--- config.mk ---
export PLATFORM = sky130hd
export DESIGN_NAME = pipe_dest_tracker
export DESIGN_NICKNAME = d
export VERILOG_FILES = /design/src/rtl/pipe_dest_tracker_pkg.sv /design/src/rtl/pipe_stage_slot.sv /design/src/rtl/pipe_dest_tracker.sv
export SDC_FILE = /design/constraint.sdc
export NUM_CORES = 1
export LEC_CHECK = 0
export CORE_MARGIN = 2
export CORE_UTILIZATION = 46
export CTS_BUF_LIST = sky130_fd_sc_hd__clkbuf_2 sky130_fd_sc_hd__clkbuf_4 sky130_fd_sc_hd__clkbuf_8
export DETAILED_ROUTE_END_ITERATION = 8
export GPL_TIMING_DRIVEN = 0
export PLACE_DENSITY = 0.95
export SLEW_MARGIN = 5
export SYNTH_ARGS = -nofsm -noshare
export SYNTH_HDL_FRONTEND = slang
export SYNTH_SLANG_ARGS = --single-unit
--- constraint.sdc ---
create_clock -name CLK -period 2.18 [get_ports CLK]
set_input_delay 0.436 -clock CLK [delete_from_list [all_inputs] [get_ports CLK]]
set_output_delay 0.436 -clock CLK [all_outputs]
set_load 0.02 [all_outputs]
--- src/rtl/pipe_dest_tracker_pkg.sv ---
// Shared types for the pipeline destination tracker: the register-number type,
// the packed per-stage slot record, slot indices and small helper functions.
package pipe_dest_tracker_pkg;

    // Architectural register number; register 0 doubles as "no writer".
    typedef logic [4:0] regbits_t;

    // Everything downstream hazard logic needs to know about one in-flight instruction.
    typedef struct packed {
        logic     valid;
        regbits_t rd;
        logic     regwr;
        logic     memren;
        logic     memwen;
        logic     beq;
        logic     bne;
        logic     j;
        logic     jr;
    } stage_t;

    // A bubble is an all-zero slot.
    localparam stage_t STAGE_BUBBLE = '0;

    localparam regbits_t REG_NONE = 5'd0;

    // Slot ordering used for the replicated slot instances.
    localparam int NUM_SLOTS = 3;
    localparam int SLOT_E    = 0;
    localparam int SLOT_M    = 1;
    localparam int SLOT_W    = 2;

    // Destination a slot advertises to the forwarding/hazard logic.
    function automatic regbits_t slot_dest(input stage_t s);
        return (s.valid && s.regwr) ? s.rd : REG_NONE;
    endfunction

    // Saturating increment for the optional event counters.
    function automatic logic [31:0] sat_inc(input logic [31:0] v);
        return (v == 32'hFFFF_FFFF) ? v : v + 32'd1;
    endfunction

endpackage

--- src/rtl/pipe_stage_slot.sv ---
// One pipeline slot register holding a stage_t. Reset beats flush, flush beats
// load, otherwise the slot holds its contents.
module pipe_stage_slot
    import pipe_dest_tracker_pkg::*;
(
    input  logic   clk,
    input  logic   rst,
    input  logic   load_i,
    input  logic   flush_i,
    input  stage_t d_i,
    output stage_t q_o
);

    stage_t state_q;
    stage_t state_d;

    // Next state: flush wins over load so a squashed instruction never enters.
    always_comb begin
        state_d = state_q;
        if (flush_i) begin
            state_d = STAGE_BUBBLE;
        end else if (load_i) begin
            state_d = d_i;
        end
    end

    // Slot register with synchronous reset to a bubble.
    always_ff @(posedge clk) begin
        if (rst) begin
            state_q <= STAGE_BUBBLE;
        end else begin
            state_q <= state_d;
        end
    end

    assign q_o = state_q;

endmodule

--- src/rtl/pipe_dest_tracker.sv ---
// Pipeline destination tracker: follows decode-stage instructions through the
// execute (E), memory (M) and writeback (W) slots and publishes their
// destination registers and control flags to the hazard/forwarding logic.
// Optional build macro PERF_CNT_EN adds saturating stall/flush event counters.
module pipe_dest_tracker
    import pipe_dest_tracker_pkg::*;
(
    input  logic       CLK,
    input  logic       RST,
    input  logic       id_valid,
    input  logic [4:0] id_rs,
    input  logic [4:0] id_rt,
    input  logic [4:0] id_rd,
    input  logic       id_regwr,
    input  logic       id_memren,
    input  logic       id_memwen,
    input  logic       id_beq,
    input  logic       id_bne,
    input  logic       id_j,
    input  logic       id_jr,
    input  logic       alu_zero,
    input  logic       execute_en,
    input  logic       memory_en,
    input  logic       ddeassert,
    input  logic       edeassert,
    input  logic       mdeassert,
    output logic [4:0] read1,
    output logic [4:0] read2,
    output logic [4:0] write1,
    output logic [4:0] write2,
    output logic [4:0] write3,
    output logic       memREN,
    output logic       memWEN,
    output logic       beq,
    output logic       bne,
    output logic       j,
    output logic       jr,
    output logic       zero
`ifdef PERF_CNT_EN
    ,
    output logic [31:0] stall_cnt,
    output logic [31:0] flush_cnt
`endif
);

    // A decode instruction is real only if it is valid and not being squashed.
    logic dec_live;
    assign dec_live = id_valid & ~ddeassert;

    stage_t                 dec_stage;
    stage_t                 slot_d [NUM_SLOTS];
    stage_t                 slot_q [NUM_SLOTS];
    logic   [NUM_SLOTS-1:0] slot_load;
    logic   [NUM_SLOTS-1:0] slot_flush;

    // Pack the decode fields; a squashed or empty decode enters E as a full bubble.
    always_comb begin
        dec_stage = STAGE_BUBBLE;
        if (dec_live) begin
            dec_stage.valid  = 1'b1;
            dec_stage.rd     = id_rd;
            dec_stage.regwr  = id_regwr;
            dec_stage.memren = id_memren;
            dec_stage.memwen = id_memwen;
            dec_stage.beq    = id_beq;
            dec_stage.bne    = id_bne;
            dec_stage.j      = id_j;
            dec_stage.jr     = id_jr;
        end
    end

    // Slot chaining: W takes the pre-edge M value, so an M flush in the same
    // cycle still lets the instruction leaving M reach W.
    always_comb begin
        slot_d[SLOT_E] = dec_stage;
        slot_d[SLOT_M] = slot_q[SLOT_E];
        slot_d[SLOT_W] = slot_q[SLOT_M];

        slot_load          = '0;
        slot_load[SLOT_E]  = execute_en;
        slot_load[SLOT_M]  = memory_en;
        slot_load[SLOT_W]  = memory_en;

        slot_flush         = '0;
        slot_flush[SLOT_E] = edeassert;
        slot_flush[SLOT_M] = mdeassert;
    end

    genvar gi;
    generate
        for (gi = 0; gi < NUM_SLOTS; gi++) begin : g_slot
            pipe_stage_slot u_slot (
                .clk     (CLK),
                .rst     (RST),
                .load_i  (slot_load[gi]),
                .flush_i (slot_flush[gi]),
                .d_i     (slot_d[gi]),
                .q_o     (slot_q[gi])
            );
        end
    endgenerate

    // Decode-stage sources are combinational and zeroed when decode is not live.
    assign read1 = dec_live ? id_rs : REG_NONE;
    assign read2 = dec_live ? id_rt : REG_NONE;

    // Published destinations; register 0 means no writer in that slot.
    assign write1 = slot_dest(slot_q[SLOT_E]);
    assign write2 = slot_dest(slot_q[SLOT_M]);
    assign write3 = slot_dest(slot_q[SLOT_W]);

    // Memory-slot access flags.
    assign memREN = slot_q[SLOT_M].valid & slot_q[SLOT_M].memren;
    assign memWEN = slot_q[SLOT_M].valid & slot_q[SLOT_M].memwen;

    // Execute-slot control-flow flags; zero passes straight through.
    assign beq  = slot_q[SLOT_E].valid & slot_q[SLOT_E].beq;
    assign bne  = slot_q[SLOT_E].valid & slot_q[SLOT_E].bne;
    assign j    = slot_q[SLOT_E].valid & slot_q[SLOT_E].j;
    assign jr   = slot_q[SLOT_E].valid & slot_q[SLOT_E].jr;
    assign zero = alu_zero;

`ifdef PERF_CNT_EN
    logic [31:0] stall_cnt_q;
    logic [31:0] stall_cnt_d;
    logic [31:0] flush_cnt_q;
    logic [31:0] flush_cnt_d;

    // Count cycles where execute is stalled and cycles carrying any E/M flush.
    always_comb begin
        stall_cnt_d = stall_cnt_q;
        flush_cnt_d = flush_cnt_q;
        if (!execute_en) begin
            stall_cnt_d = sat_inc(stall_cnt_q);
        end
        if (edeassert | mdeassert) begin
            flush_cnt_d = sat_inc(flush_cnt_q);
        end
    end

    // Counter registers, cleared by reset.
    always_ff @(posedge CLK) begin
        if (RST) begin
            stall_cnt_q <= '0;
            flush_cnt_q <= '0;
        end else begin
            stall_cnt_q <= stall_cnt_d;
            flush_cnt_q <= flush_cnt_d;
        end
    end

    assign stall_cnt = stall_cnt_q;
    assign flush_cnt = flush_cnt_q;
`endif

endmodule

# [Word-level counts from Yosys, hierarchy flattened]
# Index checks and enable logic that the tools add are counted.
[totals] ff_bits=29 in_bits=31 elab_cells=36 out_inout_bits=32
[op_classes] n_bitwise=8 reduce_logical=5 mux=6
[ops] cell="$mux 5" count=5
[ops] cell="$mux 13" count=1
[ops] cell="$and 1x1->1" count=7
[ops] cell="$reduce_or 2->1" count=2
[ops] cell="$logic_and 1x1->1" count=3
[ops] cell="$not 1->1" count=1

# [Depth between registers and ports, before layout]
# Gate-level depths: netlist of the first run.
[depth] word_depth=3 ltp_mapped=4 mapped_depth_nobuf=2

# [By module]
# Synthesis of the first run repeated with hierarchy kept, for this count alone.
[hier_totals] hier_cells=179 area_unflattened_um2=1838.0
[modules_own_cells] module="pipe_stage_slot" instances=3 cells_per_inst=43 area_each_um2=490.5
[modules_own_cells] module="pipe_dest_tracker" instances=1 cells_per_inst=50 area_each_um2=366.6

# [Least setup slack after synthesis of the first run]
# Ideal clock, no wire load.
[synth_path] path_kind="input to output" start="in ddeassert" end="out read1[0]" path_buffers=0 arrival_ns=0.941 cell_stages=2 required_time_ns=1.744 setup_slack_ns=0.803 path_cell_list="and2b_1 -> and2_1"
[synth_via] elab_chain_len=3
[synth_rtl] item="from (decl)" line="pipe_dest_tracker.sv:24" text="input logic ddeassert,"
[synth_rtl] item="$not 1->1" line="pipe_dest_tracker.sv:48" text="assign dec_live = id_valid & ~ddeassert;"
[synth_rtl] item="$and 1x1->1" line="pipe_dest_tracker.sv:48"
[synth_rtl] item="$mux 5" line="pipe_dest_tracker.sv:104" text="assign read1 = dec_live ? id_rs : REG_NONE;"
[synth_rtl] item="to (decl)" line="pipe_dest_tracker.sv:27" text="output logic [4:0] read1,"
# Every way passes these cells.

# [Worst setup path after layout of the first run]
[layout_path] start="in id_valid" end="out read1[0]"
[layout_via] elab_chain_len=2
[layout_rtl] item="from (decl)" line="pipe_dest_tracker.sv:10" text="input logic id_valid,"
[layout_rtl] item="$and 1x1->1" line="pipe_dest_tracker.sv:48"
[layout_rtl] item="$mux 5" line="pipe_dest_tracker.sv:104"
# Every way passes these cells.

==> flow_metrics.tcl, run 1 <==
set metrics [dict create \
    outcome "completed" \
    drv_cap 0 \
    worstSkewPairLatency_ns 0.33 \
    area_growth_pct 51.16 \
    totalPowerFinal_mw 1.146 \
    peakVddDrop_uv 510.7 \
    ys_types 17 \
    ys_seq_area_share_pct 41.58 \
    yosysTopAreaCell "dfxtp_1" \
    cpPeakStageDelay_ns 0.55 \
    skew_ns 0.01283 \
    largest_register_ffs 29 \
    track_usage_pct 21.62 \
    critical_path_class "primary input to output pin" \
    worst-path-buf-inv 2 \
    via_count 1273 \
    finalCoreUtilization_pct 74.61 \
    initial_core_util_pct 49.36 \
    gp_congestion 0.8208 \
    cp_slowest_cell "clkdlybuf4s50_1" \
    rows 19 \
    design_area_um2 2111 \
    setup_violations 0 \
    worstPathMaxFanout 6 \
    drt_iter0_drc 24 \
    synthCells 145 \
    cts_setup_buffers 0 \
    startpoint_type "primary input" \
    dpl_worst_slack_ns -0.2935 \
    first_global_vias 1300 \
    switching_share_pct 22.24 \
    drc 0 \
    drt_first_pass_iters 4 \
    cp_top_family "buffers and inverters" \
    worstPathRequired_ns 1.74 \
    p_clk_share_pct 40.5 \
    grt_max_degree 12 \
    cts_tree "built" \
    overflow 0 \
    fin_cells 243 \
    min_path_type "primary input to register" \
    core_area_um2 2829 \
    fill_cells 236 \
    synth.area.top_cells "dfxtp_1 (42%), mux2i_1 (11%), nand4b_1 (7.5%)" \
    tns_ns 0 \
    htreeDepth 2 \
    whs_ns 0.2940 \
    min_period_ns 2.101 \
    grt_pass1_wl_um 5671 \
    final_max_slew_viol_count 0 \
    p_int_mw 0.8909 \
    diodes 0 \
    power.switching_mw 0.2548 \
    p_seq_share_pct 46.8 \
    combinationalPowerShare_pct 12.6 \
    portBuffers 59 \
    arrival_ns 1.67 \
    period_share_pct 96.39 \
    dieArea_um2 3492 \
    post_synth_most_frequent_cells "dfxtp_1 (29), and2_1 (16), mux2i_1 (16), nor2_1 (16), and3_1 (15)" \
    synth.avg_cell_area_um2 9.630 \
    wl_um 3510 \
    yosys_register_bits 29 \
    rsz0062_at_grt "false" \
    yosys.area.top_type_share_pct 41.58 \
    antenna_found_initial 0 \
    routedWlPerCell_um 14.44 \
    crit_chain "clkdlybuf4s50_1 -> and2b_2 -> and2_1 -> dlygate4sd2_1" \
    drive_gt1_share_pct 14.15 \
    cts_root_buffer "clkbuf_4" \
    synth_area_um2 1396 \
    synth-warning-count 0 \
    cts-buffers-inserted 5 \
    p_leak_nw 0.8852 \
    cts.sinks 29 \
    clk_pin_slew_ns 0.09 \
    die_x_um 59.10 \
    power_density_nw_per_um2 542.8 \
    clk_path_buf_depth 2 \
    ys.flop_type "dfxtp_1" \
    ioPinCount 63 \
    synth_edf_count 0 \
    die_y_um 59.10 \
    setup_ws_ns 0.07872 \
    final_nets 242 \
    worst_pin_slew_ns 0.2788 \
    post_dp_cell_area_um2 2026 \
    maxSlewHeadroom_pct 81.39 \
    syn_nets 176 \
    synth.most_common_cell "dfxtp_1" \
    ant_nets 0 \
    critPathCaptureType "output pin" \
    hold_violations 0 \
    placedCellCount 235 \
    post_drt_via_cell_ratio 5.239 \
    synthArstFlopShare_pct 0 \
    place_hpwl_um 2770 \
    timing.fmax_mhz 475.9 \
]
[power groups by stage]
stage	Sequential (mW)	Combinational, mW	Clock (mW)
after floorplan	0.547	0.0731	0
after global placement	0.548	0.146	0
after detailed placement	0.548	0.151	0
after CTS	0.537	0.145	0.479
after global routing	0.537	0.154	0.503
final	0.537	0.145	0.464
[cells by family after synthesis]
group	after synthesis	share of synthesized area, %
AOI/OAI and AO/OA	13	7.347
buffers and inverters	11	5.913
DFF	29	41.58
muxes	16	11.47
and+or+nand+nor	76	33.69
[layout by cell type, fill, tap and decap left out, types with 10 or more instances in the layout]
cell / instances
nor2_1: 16
dlygate4sd2_1: 10
nand4b_1: 12
dfxtp_1: 28
clkdlybuf4s50_1: 48
a21oi_2: 10
mux2i_1: 16
and2_1: 16
nand2b_1: 13
and3_1: 15
[layout make-up]
type | count | area [µm²] | share of cell area [%]
clock buffers | 6 | 51.30 | 2.430
clock inverters | 2 | 37.54 | 1.778
multi-input cells | 106 | 742.0 | 35.15
repair buffers | 59 | 580.6 | 27.50
flip-flops and latches | 29 | 581.8 | 27.56
plain buffers | 10 | 78.83 | 3.734
well taps | 31 | 38.79 | 1.838
[per-layer routing]
layer	global-route usage, %	vias to the layer above	part of all wire, %	routed length (µm)
met4	9.091	0	1.7	60
met5	0	-	0	0
li1	-	633	-	-
met2	40.95	45	54	1891
met3	6.114	7	4.4	156
met1	21.83	588	40	1402
[final timing paths]
path | start | to | slack, ns | cells after the start
min reg2reg | g_slot[1].u_slot.q_o[4] | g_slot[1].u_slot.q_o[4] | 0.49 | 2
max reg2reg | g_slot[1].u_slot.q_o[12] | g_slot[1].u_slot.q_o[12] | 1.42 | 2
max | id_valid | read1[0] | 0.08 | 4
min | RST | g_slot[2].u_slot.q_o[8] | 0.29 | 2
[what timing repair did]
action                                 in CTS  in global routing
endpoints found under the hold margin       0                  0
cloned                                      0                  1
resized for setup                          11                  2
hold buffers                                0                  0
setup endpoints to repair                  19                 19
(Power assumes the default switching activity.)
==> run 2: changes to the inputs <==
- SKIP_CTS_REPAIR_TIMING: unset -> 1
==> flow_metrics.tcl, run 2 (same netlist as run 1, synthesis figures left out) <==
set metrics [dict create \
    dieArea_um2 3492 \
    rsz0062_at_grt "false" \
    combinationalPowerShare_pct 12.9 \
    area_growth_pct 53.14 \
    period_share_pct 94.85 \
    largest_register_ffs 29 \
    p_seq_share_pct 46.7 \
    worstPathMaxFanout 10 \
    final_nets 241 \
    worstSkewPairLatency_ns 0.33 \
    timing.fmax_mhz 483.6 \
    drive_gt1_share_pct 14.22 \
    fin_cells 242 \
    outcome "completed" \
    crit_chain "clkdlybuf4s50_1 -> and2b_2 -> and2_1 -> dlymetal6s2s_1" \
    die_x_um 59.10 \
    worst-path-buf-inv 2 \
    grt_util_met1_pct 21.56 \
    top_usage_layer "met2" \
    final_cell_mix "clkdlybuf4s50_1 (49), dfxtp_1 (28), and2_1 (16), mux2i_1 (16), nor2_1 (16)" \
    initial_core_util_pct 49.36 \
    min_path_type "primary input to register" \
    core_area_um2 2829 \
    cts-buffers-inserted 5 \
    startpoint_type "primary input" \
    hold_violations 0 \
    place_hpwl_um 2770 \
    via_count 1282 \
    antenna_found_initial 0 \
    use_met3_pct 6.332 \
    first_global_vias 1325 \
    post_drt_via_cell_ratio 5.298 \
    whs_ns 0.2926 \
    track_usage_pct 21.72 \
    gp_congestion 0.8208 \
    grt_max_degree 11 \
    p_leak_nw 0.9945 \
    htreeDepth 2 \
    drv_cap 0 \
    routedWlPerCell_um 14.79 \
    maxSlewHeadroom_pct 81.49 \
    p_clk_share_pct 40.4 \
    cts_tree "built" \
    cts_root_buffer "clkbuf_4" \
    cp_top_family "buffers and inverters" \
    drt_iter0_drc 30 \
    cp_slowest_cell "clkdlybuf4s50_1" \
    switching_share_pct 22.20 \
    die_y_um 59.10 \
    peakVddDrop_uv 511.0 \
    cts.sinks 29 \
    cpPeakStageDelay_ns 0.52 \
    finalCoreUtilization_pct 75.59 \
    critical_path_class "primary input to output pin" \
    use_met2_pct 41.11 \
    drt_first_pass_iters 4 \
    clk_pin_slew_ns 0.09 \
    portBuffers 59 \
    fill_cells 228 \
    overflow 0 \
    multiInputGateArea_um2 734.5 \
    final_max_slew_viol_count 0 \
    skew_ns 0.01301 \
    worstPathRequired_ns 1.74 \
    critPathCaptureType "output pin" \
    ioPinCount 63 \
    rows 19 \
    power.switching_mw 0.2552 \
    worst_pin_slew_ns 0.2777 \
    power_density_nw_per_um2 537.6 \
    ant_nets 0 \
    diodes 0 \
    grt_pass1_wl_um 5706 \
    drc 0 \
    arrival_ns 1.63 \
    wl_um 3579 \
    final_common_cell "clkdlybuf4s50_1" \
    placedCellCount 235 \
    min_period_ns 2.068 \
    setup_violations 0 \
    clk_path_buf_depth 2 \
    p_int_mw 0.8943 \
    regArea_um2 581.8 \
]
[run 2: metal layers]
| metal | up-vias | share of wire [%] |
|---|---|---|
| li1 | 630 | - |
| met1 | 602 | 39 |
| met2 | 43 | 55 |
| met3 | 7 | 4.4 |
| met4 | 0 | 1.7 |
| met5 | - | 0 |
[run 2: worst paths after layout]
check	startpoint	endpoint	slack (ns)	depth (start not counted)
worst min register to register	g_slot[1].u_slot.q_o[4]	g_slot[1].u_slot.q_o[4]	0.49	2
worst max-delay path	ddeassert	read1[1]	0.11	4
worst max register to register	g_slot[0].u_slot.q_o[12]	g_slot[0].u_slot.q_o[12]	1.43	2
worst min-delay path	RST	g_slot[2].u_slot.q_o[8]	0.29	2
[run 2: area by class of cell]
class                   instances  area share [%]
flip-flops and latches         29           27.21
multi-input cells             105           34.35
clock inverters                 2           1.755
clock buffers                   6           2.399
plain buffers                  10           3.686
repair buffers                 59           28.79
well taps                      31           1.814
[run 2: power groups by stage]
stage	registers (mW)	clock network, mW	logic, mW
after global placement	0.548	0	0.146
after global routing	0.537	0.503	0.158
after CTS	0.536	0.479	0.151
after detailed placement	0.548	0	0.151
after floorplan	0.547	0	0.0731
final	0.537	0.464	0.149
[run 2: through the flow]
| step | setup WS, ns | cell area [µm²] | TNS (ns) | power, mW |
|---|---|---|---|---|
| floorplan | 0.8030 | 1396 | 0 | 0.6201 |
| finish | 0.1123 | 2138 | 0 | 1.150 |
| global route | 0.02919 | 2138 | 0 | 1.198 |
| global placement | -0.2234 | 2026 | -2.173 | 0.6936 |
| detailed placement | -0.2935 | 2026 | -2.724 | 0.6989 |
| CTS | -0.2955 | 2115 | -3.602 | 1.166 |
